<file path="config.mk">
export PLATFORM = sky130hd
export DESIGN_NAME = clock_reset_manager_flat
export DESIGN_NICKNAME = d
export VERILOG_FILES = /design/src/rtl/clock_reset_manager_if.sv /design/src/rtl/clock_reset_manager.sv /design/src/flat_wrapper.sv
export SDC_FILE = /design/constraint.sdc
export NUM_CORES = 1
export LEC_CHECK = 0
export ABC_AREA = 1
export ABC_CLOCK_PERIOD_IN_PS = 3950
export BUFFER_PORTS_ARGS = -buffer_cell sky130_fd_sc_hd__buf_2
export CAP_MARGIN = 10
export CORE_UTILIZATION = 65
export CTS_CLUSTER_DIAMETER = 100
export CTS_CLUSTER_SIZE = 20
export DETAILED_ROUTE_END_ITERATION = 12
export GPL_ROUTABILITY_DRIVEN = 0
export PLACE_DENSITY_LB_ADDON = 0.25
export SLEW_MARGIN = 20
export SYNTH_ARGS = -nofsm -noshare
export SYNTH_HDL_FRONTEND = slang
export SYNTH_SLANG_ARGS = --single-unit
</file>
<file path="constraint.sdc">
create_clock -name clk -period 3.95 [get_ports clk]
set_input_delay 0.1975 -clock clk [delete_from_list [all_inputs] [get_ports clk]]
set_output_delay 0.1975 -clock clk [all_outputs]
set_load 0.02 [all_outputs]
</file>
<file path="src/rtl/clock_reset_manager_if.sv">
// Board-side signal bundle of the clock/reset front end: raw button in,
// divided SoC clock and conditioned SoC reset out.
interface clock_reset_manager_if;
    logic btn_rst_n;
    logic clk_o;
    logic clk_en;
    logic soc_rst_n;
    logic reset_active;

    modport master (
        input  btn_rst_n,
        output clk_o,
        output clk_en,
        output soc_rst_n,
        output reset_active
    );

    modport slave (
        output btn_rst_n,
        input  clk_o,
        input  clk_en,
        input  soc_rst_n,
        input  reset_active
    );
endinterface

</file>
<file path="src/rtl/clock_reset_manager.sv">
// Divides the board clock into a 50% SoC clock and turns the bouncing reset
// button into a clean SoC reset that is released on a falling clk_o edge.
module clock_reset_manager #(
    parameter int DIV_RATIO       = 2,
    parameter int DEBOUNCE_CYCLES = 1000000,
    parameter int HOLD_CYCLES     = 16
) (
    input  logic                         clk,
    input  logic                         rst_n,
    clock_reset_manager_if.master        bus
);

    localparam int HALF   = DIV_RATIO / 2;
    localparam int DIV_W  = (HALF > 1) ? $clog2(HALF) : 1;
    localparam int DEB_W  = (DEBOUNCE_CYCLES > 1) ? $clog2(DEBOUNCE_CYCLES) : 1;
    localparam int HOLD_W = (HOLD_CYCLES > 1) ? $clog2(HOLD_CYCLES) : 1;

    localparam logic [DIV_W-1:0]  DIV_LAST  = DIV_W'(HALF - 1);
    localparam logic [DEB_W-1:0]  DEB_LAST  = DEB_W'(DEBOUNCE_CYCLES - 1);
    localparam logic [HOLD_W-1:0] HOLD_LAST = HOLD_W'(HOLD_CYCLES - 1);

    typedef enum logic [1:0] {
        ST_HOLD  = 2'd0,
        ST_ALIGN = 2'd1,
        ST_RUN   = 2'd2
    } state_t;

    logic [DIV_W-1:0]  r_div_cnt;
    logic              r_clk_o;
    logic              r_sync1;
    logic              r_sync2;
    logic              r_btn_stable;
    logic [DEB_W-1:0]  r_deb_cnt;
    logic [HOLD_W-1:0] r_hold_cnt;
    state_t            r_state;
    logic              r_soc_rst_n;
    logic              r_reset_active;

    logic              w_div_wrap;
    logic              w_fall;
    state_t            w_state_nxt;
    logic [HOLD_W-1:0] w_hold_nxt;
    logic              w_soc_nxt;

    assign w_div_wrap = (r_div_cnt == DIV_LAST);
    assign w_fall     = w_div_wrap && r_clk_o;

    always_ff @(posedge clk or negedge rst_n) begin
        if (!rst_n) begin
            r_div_cnt <= '0;
            r_clk_o   <= 1'b0;
        end else if (w_div_wrap) begin
            r_div_cnt <= '0;
            r_clk_o   <= ~r_clk_o;
        end else begin
            r_div_cnt <= r_div_cnt + DIV_W'(1);
        end
    end

    // Button path powers up as "pressed" so the SoC always sees a full release sequence.
    always_ff @(posedge clk or negedge rst_n) begin
        if (!rst_n) begin
            r_sync1      <= 1'b0;
            r_sync2      <= 1'b0;
            r_btn_stable <= 1'b0;
            r_deb_cnt    <= '0;
        end else begin
            r_sync1 <= bus.btn_rst_n;
            r_sync2 <= r_sync1;
            if (r_sync2 == r_btn_stable) begin
                r_deb_cnt <= '0;
            end else if (r_deb_cnt == DEB_LAST) begin
                r_btn_stable <= r_sync2;
                r_deb_cnt    <= '0;
            end else begin
                r_deb_cnt <= r_deb_cnt + DEB_W'(1);
            end
        end
    end

    always_comb begin
        w_state_nxt = r_state;
        w_hold_nxt  = r_hold_cnt;
        w_soc_nxt   = r_soc_rst_n;
        case (r_state)
            ST_HOLD: begin
                if (!r_btn_stable) begin
                    w_hold_nxt = '0;
                end else if (r_hold_cnt == HOLD_LAST) begin
                    w_state_nxt = ST_ALIGN;
                    w_hold_nxt  = '0;
                end else begin
                    w_hold_nxt = r_hold_cnt + HOLD_W'(1);
                end
            end
            ST_ALIGN: begin
                // A new press beats a coincident falling edge: reset stays asserted.
                if (!r_btn_stable) begin
                    w_state_nxt = ST_HOLD;
                end else if (w_fall) begin
                    w_soc_nxt   = 1'b1;
                    w_state_nxt = ST_RUN;
                end
            end
            ST_RUN: begin
                if (!r_btn_stable) begin
                    w_soc_nxt   = 1'b0;
                    w_state_nxt = ST_HOLD;
                end
            end
            default: begin
                w_state_nxt = ST_HOLD;
                w_hold_nxt  = '0;
                w_soc_nxt   = 1'b0;
            end
        endcase
    end

    always_ff @(posedge clk or negedge rst_n) begin
        if (!rst_n) begin
            r_state        <= ST_HOLD;
            r_hold_cnt     <= '0;
            r_soc_rst_n    <= 1'b0;
            r_reset_active <= 1'b1;
        end else begin
            r_state        <= w_state_nxt;
            r_hold_cnt     <= w_hold_nxt;
            r_soc_rst_n    <= w_soc_nxt;
            r_reset_active <= (w_state_nxt != ST_RUN);
        end
    end

    assign bus.clk_o        = r_clk_o;
    // Gated by rst_n so a divide-by-2 build still shows 0 while held in reset.
    assign bus.clk_en       = w_div_wrap && !r_clk_o && rst_n;
    assign bus.soc_rst_n    = r_soc_rst_n;
    assign bus.reset_active = r_reset_active;

endmodule

</file>
<file path="src/flat_wrapper.sv">
// flat-port wrapper written by rule: the top's interface ports become plain ports
module clock_reset_manager_flat 
#(
    parameter int DIV_RATIO       = 2,
    parameter int DEBOUNCE_CYCLES = 1000000,
    parameter int HOLD_CYCLES     = 16
)
  (clk, rst_n, bus_btn_rst_n, bus_clk_o, bus_clk_en, bus_soc_rst_n, bus_reset_active);
  clock_reset_manager_if bus_i ();
  input  logic clk;
  input  logic rst_n;
  input wire logic [$bits(bus_i.btn_rst_n)-1:0] bus_btn_rst_n;
  output wire logic [$bits(bus_i.clk_o)-1:0] bus_clk_o;
  output wire logic [$bits(bus_i.clk_en)-1:0] bus_clk_en;
  output wire logic [$bits(bus_i.soc_rst_n)-1:0] bus_soc_rst_n;
  output wire logic [$bits(bus_i.reset_active)-1:0] bus_reset_active;
  assign bus_i.btn_rst_n = bus_btn_rst_n;
  assign bus_clk_o = bus_i.clk_o;
  assign bus_clk_en = bus_i.clk_en;
  assign bus_soc_rst_n = bus_i.soc_rst_n;
  assign bus_reset_active = bus_i.reset_active;
  clock_reset_manager #(.DIV_RATIO(DIV_RATIO), .DEBOUNCE_CYCLES(DEBOUNCE_CYCLES), .HOLD_CYCLES(HOLD_CYCLES)) u_core (.clk(clk), .rst_n(rst_n), .bus(bus_i));
endmodule
</file>
==> results of run 1 <==
routing by layer:
metal,wire length (um),up-vias,part of all wire,GRT usage
li1,-,687,-,-
met1,1480,634,0.43,0.329
met2,1680,39,0.49,0.472
met3,171,14,0.050,0.0944
met4,110,0,0.032,0.145
met5,0,-,0,0
worst register-to-register path, cell delays in order, from the launching register on:
cell	delay, ps
dfrtp_1	420
inv_1	100
ha_1	350
nor3_2	260
o21ai_0	130
o22ai_1	130
power groups by stage:
stage | registers, mW | logic [mW] | clock network (mW)
floorplan | 0.340 | 0.0110 | 0
global placement | 0.340 | 0.0198 | 0
detailed placement | 0.340 | 0.0202 | 0
CTS | 0.334 | 0.0218 | 0.205
global route | 0.335 | 0.0246 | 0.222
finish | 0.334 | 0.0214 | 0.203
cell usage after synthesis, drive strengths merged:
cell | instances | area (um^2)
inv | 26 | 97.6
nor3 | 2 | 15.0
o21bai | 1 | 7.51
nor2 | 51 | 241
nand4 | 4 | 25.0
buf | 1 | 7.51
dfstp | 1 | 26.3
a21oi | 10 | 53.8
o31ai | 1 | 7.51
xnor2 | 6 | 52.6
nand3 | 12 | 77.6
o22ai | 1 | 6.26
ha | 6 | 75.1
dfrtp | 31 | 776
o211ai | 1 | 7.51
a22o | 1 | 8.76
and2 | 1 | 6.26
nand2 | 37 | 154
nand3b | 1 | 7.51
o21ai | 8 | 40.0
xor2 | 7 | 80.1
flip-flops by register name, indices dropped and copies added (netlist names):
signal,cells
u_core.r_deb_cnt,20
u_core.bus.soc_rst_n,1
u_core.r_sync2,1
u_core.r_state,2
u_core.r_btn_stable,1
u_core.r_hold_cnt,4
u_core.bus.reset_active,1
u_core.bus.clk_o,1
u_core.r_sync1,1
cells by family (layout without fill, tap and decap cells):
| family | count (synthesis) | count (layout) | synth area share |
|---|---|---|---|
| xor gates and xnor gates | 13 | 13 | 0.0748 |
| DFF | 32 | 32 | 0.452 |
| AOI/OAI and AO/OA | 23 | 23 | 0.0741 |
| adders and majority gates | 6 | 6 | 0.0423 |
| buffers and inverters | 27 | 42 | 0.0593 |
| and+or+nand+nor | 108 | 108 | 0.297 |
layout make-up:
type / count / area, um^2
repair buffers: 8 / 50.0
flip-flops and latches: 32 / 802
multi-input cells: 150 / 866
fillers: 169 / 603
clock buffers: 6 / 51.3
clock inverters: 2 / 15.0
inverters: 26 / 97.6
well taps: 30 / 37.5
worst max path at each step:
stage	startpoint	to	slack (ps)	cells after the start
after detailed placement	u_core.r_state[1]	u_core.r_hold_cnt[3]	2520	5
after global routing	rst_n	bus_clk_en	1940	5
after CTS	rst_n	bus_clk_en	2070	5
final	rst_n	bus_clk_en	2090	5
after floorplan	u_core.r_deb_cnt[0]	u_core.r_deb_cnt[16]	2690	8
after global placement	u_core.r_deb_cnt[0]	u_core.r_deb_cnt[16]	2630	8
placed cells by master, fill, tap and decap left out, drive strengths merged:
cell,Yosys,final
a22o,1,1
nand2,37,37
nand4,4,4
o31ai,1,1
xnor2,6,6
inv,26,26
o211ai,1,1
nand3b,1,1
o22ai,1,1
xor2,7,7
nand3,12,12
o21ai,8,8
dlygate4sd3,0,2
buf,1,6
nor3,2,2
and2,1,1
nor2,51,51
clkbuf,0,6
o21bai,1,1
clkinvlp,0,2
dfrtp,31,31
dfstp,1,1
a21oi,10,10
ha,6,6
stage by stage:
| step | util | cells | cell area (um^2) |
|---|---|---|---|
| after floorplan | - | 209 | 1770 |
| after global placement | 0.727 | 244 | 1830 |
| after detailed placement | 0.727 | 244 | 1830 |
| after CTS | 0.761 | 254 | 1920 |
| after global routing | 0.761 | 254 | 1920 |
| final | 0.761 | 254 | 1920 |
==> out/metrics.yaml, run 1 <==
critical_path:
  critPathMaxStageDelay_ps: 580
  critPathMaxFanout: 33
  rr_worst_depth: 5
  worstPathArrival_ps: 1660
  crit_chain: "dlygate4sd3_1 -> buf_2 -> inv_1 -> nor2_1 -> buf_2"
  crit_type: "input port to output pin"
  critPathCaptureType: "output pin"
  r2r_start: "u_core.r_state[1]"
  cp_slowest_cell: "buf_2"
  required_ps: 3750
  worst_path_most_repeated_cell: "buf_2"
  path_delay_family: "buffers and inverters"
  cp_num_buf_inv: 4
  start_kind: "input port"
  r2r_end: "u_core.r_hold_cnt[3]"
  r2r_setup_slack_ps: 2510
sta:
  fin_ws_ps: 2090
  clock.fmax_mhz: 538
  finalCritPeriodShare: 0.471
  skew_ps: 13.2
  relSlewSlack: 0.517
  grt_setup_unrepaired: "false"
  worstMarginPinSlew_ps: 725
  hold_viol: 0
  drv_slew: 0
  fin_hold_ws_ps: 371
  period_needed_ps: 1860
  tns_ps: 0
  finalSetupViolations: 0
logic_synthesis:
  avgSynthCellArea_um2: 8.48
  syn-cell-area_um2: 1770
  synthDistinctLibCells: 32
  synth_seq_area_share: 0.452
  ys_ff_latch: 32
  synth_cells: 209
  syn_nets: 218
  ys_warn_count: 0
clock_network:
  cts_hold_buf: 2
  cts_resized: 0
  htreeDepth: 2
  tritoncts: "built"
  cts-root-buf: "clkbuf_4"
  clock_sinks: 32
  clock_latency_ps: 350
  clockBufferDepth: 2
  postCtsSetupRepairBufs: 0
  cts_buffers: 5
  cts.clk_slew.worst_paths_ps: 100
power_and_ir_drop:
  switchingPower_uw: 134
  p_clk_frac: 0.363
  leakage_nw: 0.805
  ir_drop_mv: 0.303
  swShare: 0.241
  p_int_uw: 424
  p_per_area_nw_per_um2: 291
  seqPwrFrac: 0.598
  comb_power_share: 0.038
  power_uw: 558
drt:
  firstDrtPassIters: 4
  vias_per_cell: 5.41
  routed_wl_um: 3440
  postRouteAntennaNets: 0
  drc_errors: 0
  wl_per_cell_um: 13.5
  drtIter0Drc: 49
  vias: 1374
floorplanning:
  top_level_ports: 7
  coreArea_um2: 2520
  start_util: 0.703
  die_area_um2: 2940
  die_w_um: 54.2
  die_y_um: 54.2
  rows: 18
flow_run:
  cap_violations: 0
layout:
  syn_to_final_growth_pct: 8.26
  nNetsFinal: 232
  antenna_cells: 0
  drive_above_1_share: 0.196
grt:
  grt_antenna_before_repair: 0
  overflow: 0
  grt_usage: 0.286
  grt_pass1_wl_um: 5750
  grt_pass1_vias: 1371
  grt_max_degree: 34
outcome:
  outcome: "finished clean"
min_path:
  min_from: "u_core.r_sync1"
  hold_end: "u_core.r_sync2"
  whs_path_depth: 0
  hp-class: "flop to flop"
placed_design:
  place.port_buffers: 6
  hpwl_um: 2540
  pre_cts_ws_ps: 2520
Power figures use the tool's default switching activity.
==> run 2, diff against run 1 <==
Settings changed: ABC_CLOCK_PERIOD_IN_PS 3950 to 1700, CORE_UTILIZATION 65 to 54.
Clock period 3.95 ns to 1.7 ns, I/O delays scaled along.
==> run 2 against run 1 <==
Effect of this change: worst setup slack worse by 1800 ps; critical path depth stayed put; count of clock-buffer cells in the layout grew 2; critical path type is now flop to flop; global-route usage shrank 4.5 points; sequential power grew 130%; combinational power grew 150%; power rose by 130%.
==> out/metrics.yaml, run 2 (synthesis gave the netlist of run 1 again) <==
outcome:
  outcome: "finished clean"
critical_path:
  critPathMaxStageDelay_ps: 400
  cp_slowest_cell: "dfrtp_1"
  critPathCaptureType: "flop"
  start_kind: "flop"
  r2r_end: "u_core.r_hold_cnt[3]"
  worstPathArrival_ps: 1640
  required_ps: 1950
  crit_type: "flop to flop"
  r2r_start: "u_core.r_state[1]"
  critPathMaxFanout: 4
  r2r_setup_slack_ps: 310
  crit_chain: "inv_1 -> ha_1 -> nor3_2 -> o21ai_0 -> o22ai_1"
  rr_worst_depth: 5
  crit_start: "u_core.r_state[1]"
placed_design:
  place.port_buffers: 6
  dp_cells: 259
  hpwl_um: 2600
flow_run:
  cap_violations: 0
clock_network:
  htreeDepth: 2
  tritoncts: "built"
  clock_sinks: 32
  cts_buffers: 5
  cts_resized: 0
  clockBufferDepth: 2
  cts.clk_slew.worst_paths_ps: 90
  clock_latency_ps: 330
  cts-root-buf: "clkbuf_4"
grt:
  overflow: 0
  grt_usage: 0.241
  grt_antenna_before_repair: 0
  grt_pass1_vias: 1326
  grt_max_degree: 33
  grt_pass1_wl_um: 6120
sta:
  tns_ps: 0
  worstMarginPinSlew_ps: 402
  hold_viol: 0
  clock.fmax_mhz: 722
  drv_slew: 0
  relSlewSlack: 0.732
  skew_ps: 17.7
  finalCritPeriodShare: 0.815
  period_needed_ps: 1390
  finalSetupViolations: 0
  grt_setup_unrepaired: "false"
layout:
  final_common_cell: "nor2_1"
  reg_top3: "u_core.r_deb_cnt (20), u_core.r_hold_cnt (4), u_core.r_state (2)"
  final_cell_mix: "35 x nor2_1, 33 x nand2_1, 31 x dfrtp_1"
  largest-register: "u_core.r_deb_cnt"
  drive_above_1_share: 0.191
  layout.cells.non_filler: 269
  antenna_cells: 0
  seqCellArea_um2: 802
  largest_register_ffs: 20
  syn_to_final_growth_pct: 9.25
  nNetsFinal: 233
  multi_input_area_um2: 866
  nFillCells: 261
power_and_ir_drop:
  leakage_nw: 0.812
  ir_drop_mv: 0.442
  p_per_area_nw_per_um2: 657
drt:
  firstDrtPassIters: 4
  vias_per_cell: 5.11
  wl_per_cell_um: 12.7
  routed_wl_um: 3420
  drc_errors: 0
  drtIter0Drc: 84
  postRouteAntennaNets: 0
  vias: 1375
floorplanning:
  start_util: 0.576
  top_level_ports: 7
  die_area_um2: 3520
  coreArea_um2: 3080
  die_w_um: 59.3
  die_y_um: 59.3
  rows: 20
min_path:
  hp-class: "input port to asynchronous set/reset pin"
run 2: layout make-up:
class                           instances  share of cell area
Sequential cell                        32               0.414
Clock buffer                            8              0.0304
Timing Repair Buffer                    9              0.0297
Inverter                               26              0.0504
Tap cell                               44              0.0284
Multi-Input combinational cell        150               0.447
run 2: power breakdown:
group          internal, mW  leakage, nW  switching, mW  total [mW]
Clock                 0.204       0.0326          0.240       0.444
Sequential            0.769        0.432        0.00692       0.776
Combinational        0.0170        0.347         0.0360      0.0530
run 2: worst max-delay path: cells and delay by family, from the launching register on:
kind            cells  cell delay [ps]
flops               1              400
fa+ha+maj           1              330
simple gates        1              260
buf+inv             1               90
compound gates      2              240
run 2: through the flow:
stage          hold WS, ps  setup WS (ps)  power [mW]   util  instance area [um^2]
5_1_grt                368            187        1.32  0.629                  1940
4_1_cts                340            308        1.28  0.629                  1940
6_report               320            315        1.27  0.629                  1940
3_5_place_dp           144            313       0.842  0.604                  1860
3_3_place_gp           134            361       0.841  0.604                  1860
2_1_floorplan         -211            436       0.815      -                  1770
run 2: per-layer routing:
layer  GRT usage  vias up  wire, um
li1            -      698         -
met1       0.335      634      1660
met2       0.356       36      1560
met3      0.0524        7       142
met4       0.116        0        57
met5           0        -         0
run 2: how the worst max path moves through the flow:
stage                     slack, ps  cells past startpoint              endpoint
after floorplan                 440                      8  u_core.r_deb_cnt[16]
after detailed placement        310                      5  u_core.r_hold_cnt[3]
after CTS                       310                      5  u_core.r_hold_cnt[3]
after global routing            190                      8  u_core.r_deb_cnt[16]
after global placement          360                      8  u_core.r_deb_cnt[16]
final                           310                      5  u_core.r_hold_cnt[3]
run 2: repair_timing:
item	4_1_cts	5_1_grt
hold endpoints to repair	32	0
setup buffers	0	0
hold buffers	2	0
